<file path="config.mk">
export PLATFORM = sky130hd
export DESIGN_NAME = cronometro_volta_flat
export DESIGN_NICKNAME = d
export VERILOG_FILES = /design/src/rtl/cronometro_volta_if.sv /design/src/rtl/cronometro_volta.sv /design/src/flat_wrapper.sv
export SDC_FILE = /design/constraint.sdc
export NUM_CORES = 1
export LEC_CHECK = 0
export BUFFER_PORTS_ARGS = -buffer_cell sky130_fd_sc_hd__buf_2
export CORE_ASPECT_RATIO = 0.7
export CORE_UTILIZATION = 35
export CTS_BUF_LIST = sky130_fd_sc_hd__clkbuf_8
export CTS_CLUSTER_DIAMETER = 40
export DETAILED_ROUTE_END_ITERATION = 12
export PLACE_DENSITY = 0.59
export SLEW_MARGIN = 5
export SYNTH_ARGS = -nofsm -noshare
export SYNTH_HDL_FRONTEND = slang
export SYNTH_SLANG_ARGS = --single-unit
</file>
<file path="constraint.sdc">
create_clock -name clock -period 4.6 [get_ports clock]
set_input_delay 0.23 -clock clock [delete_from_list [all_inputs] [get_ports clock]]
set_output_delay 0.23 -clock clock [all_outputs]
set_load 0.02 [all_outputs]
</file>
<file path="src/rtl/cronometro_volta_if.sv">
// Command and display bundle of the lap stopwatch.
// master drives the commands; slave is the stopwatch.
interface cronometro_volta_if #(
    parameter int DIGITOS = 4
);
    logic                 contar;
    logic                 pausar;
    logic                 parar;
    logic                 volta;
    logic                 modo;
    logic [4*DIGITOS-1:0] carga;
    logic [7*DIGITOS-1:0] segmentos;
    logic                 contando;
    logic                 volta_ativa;
    logic                 fim;
    logic                 estouro;

    modport master (
        output contar, pausar, parar, volta, modo, carga,
        input  segmentos, contando, volta_ativa, fim, estouro
    );

    modport slave (
        input  contar, pausar, parar, volta, modo, carga,
        output segmentos, contando, volta_ativa, fim, estouro
    );
endinterface

</file>
<file path="src/rtl/cronometro_volta.sv">
// BCD up/down stopwatch with lap freeze and registered
// active-low seven-segment output.
module cronometro_volta #(
    parameter int DIGITOS = 4,
    parameter int CLK_DIV = 50000
) (
    input  logic clock,
    input  logic reset,
    cronometro_volta_if.slave bus
);
    localparam int NB = 4 * DIGITOS;
    localparam int NS = 7 * DIGITOS;
    localparam int PW = (CLK_DIV > 1) ? $clog2(CLK_DIV) : 1;
    localparam logic [PW-1:0] PRE_MAX = PW'(CLK_DIV - 1);
    localparam logic [NB-1:0] NINES = {DIGITOS{4'h9}};
    localparam logic [NS-1:0] SEG_ZERO = {DIGITOS{7'b1000000}};

    typedef enum logic [1:0] {
        PARADO, CONTANDO, PAUSADO, FIM
    } estado_t;

    function automatic logic [NB-1:0] bcd_inc(
        input logic [NB-1:0] v);
        logic       c;
        logic [3:0] d;
        bcd_inc = v;
        c = 1'b1;
        for (int i = 0; i < DIGITOS; i++) begin
            d = v[4*i +: 4];
            if (c) begin
                if (d == 4'd9) d = 4'd0;
                else begin
                    d = d + 4'd1;
                    c = 1'b0;
                end
            end
            bcd_inc[4*i +: 4] = d;
        end
    endfunction

    function automatic logic [NB-1:0] bcd_dec(
        input logic [NB-1:0] v);
        logic       b;
        logic [3:0] d;
        bcd_dec = v;
        b = 1'b1;
        for (int i = 0; i < DIGITOS; i++) begin
            d = v[4*i +: 4];
            if (b) begin
                if (d == 4'd0) d = 4'd9;
                else begin
                    d = d - 4'd1;
                    b = 1'b0;
                end
            end
            bcd_dec[4*i +: 4] = d;
        end
    endfunction

    // Out-of-range preset nibbles saturate to 9
    function automatic logic [NB-1:0] bcd_fix(
        input logic [NB-1:0] v);
        bcd_fix = v;
        for (int i = 0; i < DIGITOS; i++)
            if (v[4*i +: 4] > 4'd9) bcd_fix[4*i +: 4] = 4'd9;
    endfunction

    function automatic logic [6:0] glyph(input logic [3:0] d);
        case (d)
            4'd0:    glyph = 7'b1000000;
            4'd1:    glyph = 7'b1111001;
            4'd2:    glyph = 7'b0100100;
            4'd3:    glyph = 7'b0110000;
            4'd4:    glyph = 7'b0011001;
            4'd5:    glyph = 7'b0010010;
            4'd6:    glyph = 7'b0000010;
            4'd7:    glyph = 7'b1111000;
            4'd8:    glyph = 7'b0000000;
            4'd9:    glyph = 7'b0010000;
            default: glyph = 7'b1111111;
        endcase
    endfunction

    estado_t         r_state, w_state_nxt;
    logic [NB-1:0]   r_cnt, w_cnt_nxt;
    logic [NB-1:0]   r_lap, w_lap_nxt;
    logic [PW-1:0]   r_pre, w_pre_nxt;
    logic            r_dir, w_dir_nxt;
    logic            r_va, w_va_nxt;
    logic            r_est, w_est_nxt;
    logic [NS-1:0]   r_seg, w_seg_nxt;
    logic [NB-1:0]   w_inc, w_dec, w_disp;
    logic            w_tick, w_zero;

    assign w_inc  = bcd_inc(r_cnt);
    assign w_dec  = bcd_dec(r_cnt);
    assign w_zero = (r_cnt == '0);
    assign w_tick = (r_state == CONTANDO) && (r_pre == PRE_MAX);

    always_comb begin
        w_state_nxt = r_state;
        w_cnt_nxt   = r_cnt;
        w_lap_nxt   = r_lap;
        w_pre_nxt   = r_pre;
        w_dir_nxt   = r_dir;
        w_va_nxt    = r_va;
        w_est_nxt   = 1'b0;
        if (bus.parar) begin
            w_state_nxt = PARADO;
            w_cnt_nxt   = '0;
            w_pre_nxt   = '0;
            w_va_nxt    = 1'b0;
        end else begin
            unique case (r_state)
                PARADO: if (bus.contar) begin
                    w_state_nxt = CONTANDO;
                    w_dir_nxt   = bus.modo;
                    if (bus.modo) w_cnt_nxt = bcd_fix(bus.carga);
                end
                CONTANDO: begin
                    w_pre_nxt = w_tick ? '0 : r_pre + 1'b1;
                    if (bus.pausar) w_state_nxt = PAUSADO;
                    if (r_dir && w_zero) begin
                        if (!bus.pausar) w_state_nxt = FIM;
                    end else if (w_tick && r_dir) begin
                        w_cnt_nxt = w_dec;
                        if (w_dec == '0 && !bus.pausar)
                            w_state_nxt = FIM;
                    end else if (w_tick) begin
                        w_cnt_nxt = w_inc;
                        w_est_nxt = (r_cnt == NINES);
                    end
                end
                PAUSADO: if (bus.contar) w_state_nxt = CONTANDO;
                FIM: ;
            endcase
            if (bus.volta && (r_state == CONTANDO ||
                              r_state == PAUSADO)) begin
                w_va_nxt = ~r_va;
                if (!r_va) w_lap_nxt = r_cnt;
            end
        end
    end

    always_comb begin
        w_disp    = r_va ? r_lap : r_cnt;
        w_seg_nxt = '0;
        for (int i = 0; i < DIGITOS; i++)
            w_seg_nxt[7*i +: 7] = glyph(w_disp[4*i +: 4]);
    end

    always_ff @(posedge clock or negedge reset) begin
        if (!reset) begin
            r_state <= PARADO;
            r_cnt   <= '0;
            r_lap   <= '0;
            r_pre   <= '0;
            r_dir   <= 1'b0;
            r_va    <= 1'b0;
            r_est   <= 1'b0;
            r_seg   <= SEG_ZERO;
        end else begin
            r_state <= w_state_nxt;
            r_cnt   <= w_cnt_nxt;
            r_lap   <= w_lap_nxt;
            r_pre   <= w_pre_nxt;
            r_dir   <= w_dir_nxt;
            r_va    <= w_va_nxt;
            r_est   <= w_est_nxt;
            r_seg   <= w_seg_nxt;
        end
    end

    assign bus.segmentos   = r_seg;
    assign bus.contando    = (r_state == CONTANDO);
    assign bus.fim         = (r_state == FIM);
    assign bus.volta_ativa = r_va;
    assign bus.estouro     = r_est;
endmodule

</file>
<file path="src/flat_wrapper.sv">
// flat-port wrapper written by rule: the top's interface ports become plain ports
module cronometro_volta_flat 
#(
    parameter int DIGITOS = 4,
    parameter int CLK_DIV = 50000
)
  (clock, reset, bus_contar, bus_pausar, bus_parar, bus_volta, bus_modo, bus_carga, bus_segmentos, bus_contando, bus_volta_ativa, bus_fim, bus_estouro);
  cronometro_volta_if #(.DIGITOS(DIGITOS)) bus_i ();
  input  logic clock;
  input  logic reset;
  input wire logic [$bits(bus_i.contar)-1:0] bus_contar;
  input wire logic [$bits(bus_i.pausar)-1:0] bus_pausar;
  input wire logic [$bits(bus_i.parar)-1:0] bus_parar;
  input wire logic [$bits(bus_i.volta)-1:0] bus_volta;
  input wire logic [$bits(bus_i.modo)-1:0] bus_modo;
  input wire logic [$bits(bus_i.carga)-1:0] bus_carga;
  output wire logic [$bits(bus_i.segmentos)-1:0] bus_segmentos;
  output wire logic [$bits(bus_i.contando)-1:0] bus_contando;
  output wire logic [$bits(bus_i.volta_ativa)-1:0] bus_volta_ativa;
  output wire logic [$bits(bus_i.fim)-1:0] bus_fim;
  output wire logic [$bits(bus_i.estouro)-1:0] bus_estouro;
  assign bus_i.contar = bus_contar;
  assign bus_i.pausar = bus_pausar;
  assign bus_i.parar = bus_parar;
  assign bus_i.volta = bus_volta;
  assign bus_i.modo = bus_modo;
  assign bus_i.carga = bus_carga;
  assign bus_segmentos = bus_i.segmentos;
  assign bus_contando = bus_i.contando;
  assign bus_volta_ativa = bus_i.volta_ativa;
  assign bus_fim = bus_i.fim;
  assign bus_estouro = bus_i.estouro;
  cronometro_volta #(.DIGITOS(DIGITOS), .CLK_DIV(CLK_DIV)) u_core (.clock(clock), .reset(reset), .bus(bus_i));
endmodule
</file>
==> impl_metrics.env <==
export IMPL_start_util_pct=35.99
export IMPL_syn_area_mm2=0.005315
export IMPL_total_leakage_power_nw=2.642
export IMPL_synth_main_ff_cell="dfrtp_1"
export IMPL_fin_hold_ws_ns=0.01232
export IMPL_cts_root_buf="clkbuf_8"
export IMPL_finClkSkew_ns=0.007032
export IMPL_reg2reg_depth=9
export IMPL_cp_arrival_ns=3.03
export IMPL_clockBufferDepth=2
export IMPL_drtAntennaViolNets=0
export IMPL_coreArea_mm2=0.01477
export IMPL_dr_pass1_iters=6
export IMPL_drive_gt1_share_pct=14.96
export IMPL_final_area_mm2=0.005944
export IMPL_worst_path_most_repeated_cell="nand2_1"
export IMPL_final_min_clock_period_ns=2.766
export IMPL_dp_hpwl_um=9688
export IMPL_path_max_fanout=24
export IMPL_place_area_mm2=0.005743
export IMPL_synth_avg_cell_area_um2=8.756
export IMPL_fill_cells=1452
export IMPL_yosysSeqAreaShare_pct=38.23
export IMPL_ys_ff_latch=81
export IMPL_clock_sinks=81
export IMPL_slew_viol_final=0
export IMPL_grt_first_pass_wirelength_um=22870
export IMPL_run_status="finished, final reports clean"
export IMPL_syn2layout_area_growth_pct=11.84
export IMPL_diodes=0
export IMPL_hp_class="primary input to async pin"
export IMPL_ys_types=74
export IMPL_post_drt_wl_per_cell_um=15.91
export IMPL_p_per_area_mw_per_mm2=649.1
export IMPL_place_ws_ns=1.883
export IMPL_r2r_start="u_core.r_state[1]$_DFFE_PN0P_"
export IMPL_grt_pass1_vias=4551
export IMPL_io_pins=55
export IMPL_syn_inst=607
export IMPL_remaining_drc_errors=0
export IMPL_rows=37
export IMPL_tightest_slew_ns=1.060
export IMPL_grt_ovfl_total=0
export IMPL_wl_um=13520
export IMPL_ff2ff_setup_slack_ns=1.83
export IMPL_min_period_over_period_pct=60.12
export IMPL_antenna_found_initial=0
export IMPL_synth_top_cell_by_area="dfrtp_1"
export IMPL_worst_slack_ns=1.834
export IMPL_drtIter0Drc=445
export IMPL_synth_area_leaders="dfrtp_1 36%, ha_1 9.4%, nand2_1 4.9%"
export IMPL_path_cells="inv_1 > ha_1 > buf_4 > inv_2 > nor2_1 > nand2_1 > nand2_1 > nor3_1 > a22o_1"
export IMPL_synth_top_area_share_pct=36.25
export IMPL_clock_latency_ns=0.38
export IMPL_grtUsageTotal_pct=18.45
export IMPL_regArea_mm2=0.002032
export IMPL_cts_max_level=3
export IMPL_placement_io_buffers=54
export IMPL_ctsHoldBuffers=0
export IMPL_dr_total_vias=4718
export IMPL_irDropWorstVdd_mv=0.2628
export IMPL_die_height_um=105.1
export IMPL_worst_setup_path_start_kind="flip-flop"
export IMPL_cts_tree="yes"
export IMPL_fin_nets=713
export IMPL_synth_edf_count=0
export IMPL_gp_congestion=0.9131
export IMPL_cts_resized=0
export IMPL_ys_warnings_count=0
export IMPL_final_setup_tns_ns=0
export IMPL_cts_inserted_buffers=9
export IMPL_r2r_end="u_core.r_cnt[3]$_DFFE_PN0P_"
export IMPL_dieWidth_um=149.3
export IMPL_required_ns=4.87
export IMPL_viasPerCell=5.551
export IMPL_grt_max_degree=82
export IMPL_syn_nets=670
export IMPL_cpPeakStageDelay_ns=0.45
export IMPL_slowest_stage="dfrtp_1"
export IMPL_slew_headroom_pct=29.15
export IMPL_finalHoldViolCount=0
export IMPL_postCtsSetupRepairBufs=0
export IMPL_multi_input_area_mm2=0.003078
export IMPL_synthArstFlopShare_pct=100.0
export IMPL_max_cap_viol_count=0
export IMPL_fmax_mhz=361.6
export IMPL_worstSetupPathType="flip-flop to flip-flop"
export IMPL_endpoint_kind="flip-flop"
export IMPL_path_clk_slew_ns=0.09
export IMPL_dieArea_mm2=0.01569
export IMPL_rsz0062_at_grt="no"
export IMPL_finalSetupViolations=0
[worst max-delay path: cells and delay by family, from the launching register on]
family                   cells  cell delay [ns]
AND/OR/NAND/NOR              4             1.27
flip-flops                   1             0.45
adder cells (fa/ha/maj)      1             0.14
buffers and inverters        3             0.57
AO/OA/AOI/OAI                1             0.23
[registers in the layout (all words and copies together) (netlist names)]
register,count
u_core.bus.volta_ativa,1
u_core.bus.estouro,1
u_core.r_pre,16
u_core.r_cnt,16
u_core.r_lap,16
u_core.r_dir,1
u_core.bus.segmentos,28
u_core.r_state,2
[Yosys cell counts, drive strengths merged, types with 4 or more instances]
cell     n
inv     27
buf     10
dfrtp   77
o22ai    4
o31ai    8
xnor2    5
nor3    13
a31oi   12
a22o     5
a32oi    4
a22oi    4
nand2b  10
nand2   70
a21oi   39
nor2    69
dfstp    4
o21ai   55
nor3b    5
and3     7
ha      40
xor2     4
nand3   18
a21o     5
nand4    6
mux2i   15
mux2     6
clkbuf  14
nand3b   4
a211oi   4
o21a    12
[logic make-up after synthesis]
group | share of synthesized area (%)
mux | 4.096
fa+ha+maj | 9.416
buf+inv | 3.861
simple gates | 21.42
flops | 38.23
compound gates | 21.49
xor+xnor | 1.483
[per-layer routing]
layer	track usage (%)	vias to the layer above	part of all wire, %
met2	27.21	139	44
li1	-	2268	-
met3	3.886	17	5.2
met1	26.18	2294	49
met5	0	-	0
met4	6.997	0	1.8
[cells in the final DEF, fill, tap and decap left out, types with 6 or more instances in the layout]
cell      count
dfrtp_1      77
a21oi_1      39
nor3_1       11
nand2_1      70
o21ai_0      49
clkbuf_8      9
nor2_1       67
ha_1         40
a31oi_1      11
nand4_1       6
nand2b_1     10
and3_1        6
nand3_1      16
inv_1        26
mux2i_1      15
o21ai_1       6
o21a_1       12
buf_2        53
o31ai_1       8
[per-stage QoR]
stage,cells,power [mW],util (%)
after global placement,834,3.256,38.89
after CTS,850,3.870,40.25
final,850,3.859,40.25
after global routing,850,4.207,40.25
after detailed placement,834,3.298,38.89
after floorplan,607,2.752,-
[final cells by class]
type	instances	area share (%)
tap	195	4.104
clock inverter	7	1.305
clock buffer	9	2.084
inverter	27	1.705
multi-input combinational	475	51.78
timing repair buffer	56	4.841
sequential	81	34.18
[where the power goes]
group | switching [mW] | leakage (nW) | internal, mW
Combinational | 1.31 | 1.49 | 0.778
Sequential | 0.252 | 1.05 | 0.977
Clock | 0.290 | 0.101 | 0.256
Total | 1.85 | 2.64 | 2.01
[worst max path at each step]
stage                     cells after the start                       endpoint                          start  slack (ns)
after detailed placement                      9    u_core.r_cnt[0]$_DFFE_PN0P_  u_core.r_state[1]$_DFFE_PN0P_        1.88
after global placement                        9    u_core.r_cnt[0]$_DFFE_PN0P_  u_core.r_state[1]$_DFFE_PN0P_        1.89
final                                         9    u_core.r_cnt[3]$_DFFE_PN0P_  u_core.r_state[1]$_DFFE_PN0P_        1.83
after CTS                                     9    u_core.r_cnt[3]$_DFFE_PN0P_  u_core.r_state[1]$_DFFE_PN0P_        1.86
after global routing                          7  u_core.r_state[1]$_DFFE_PN0P_    u_core.r_cnt[1]$_DFFE_PN0P_        1.66
after floorplan                               9   u_core.r_cnt[13]$_DFFE_PN0P_    u_core.r_cnt[4]$_DFFE_PN0P_        2.39
No activity file was read; power rests on OpenSTA's default activity.
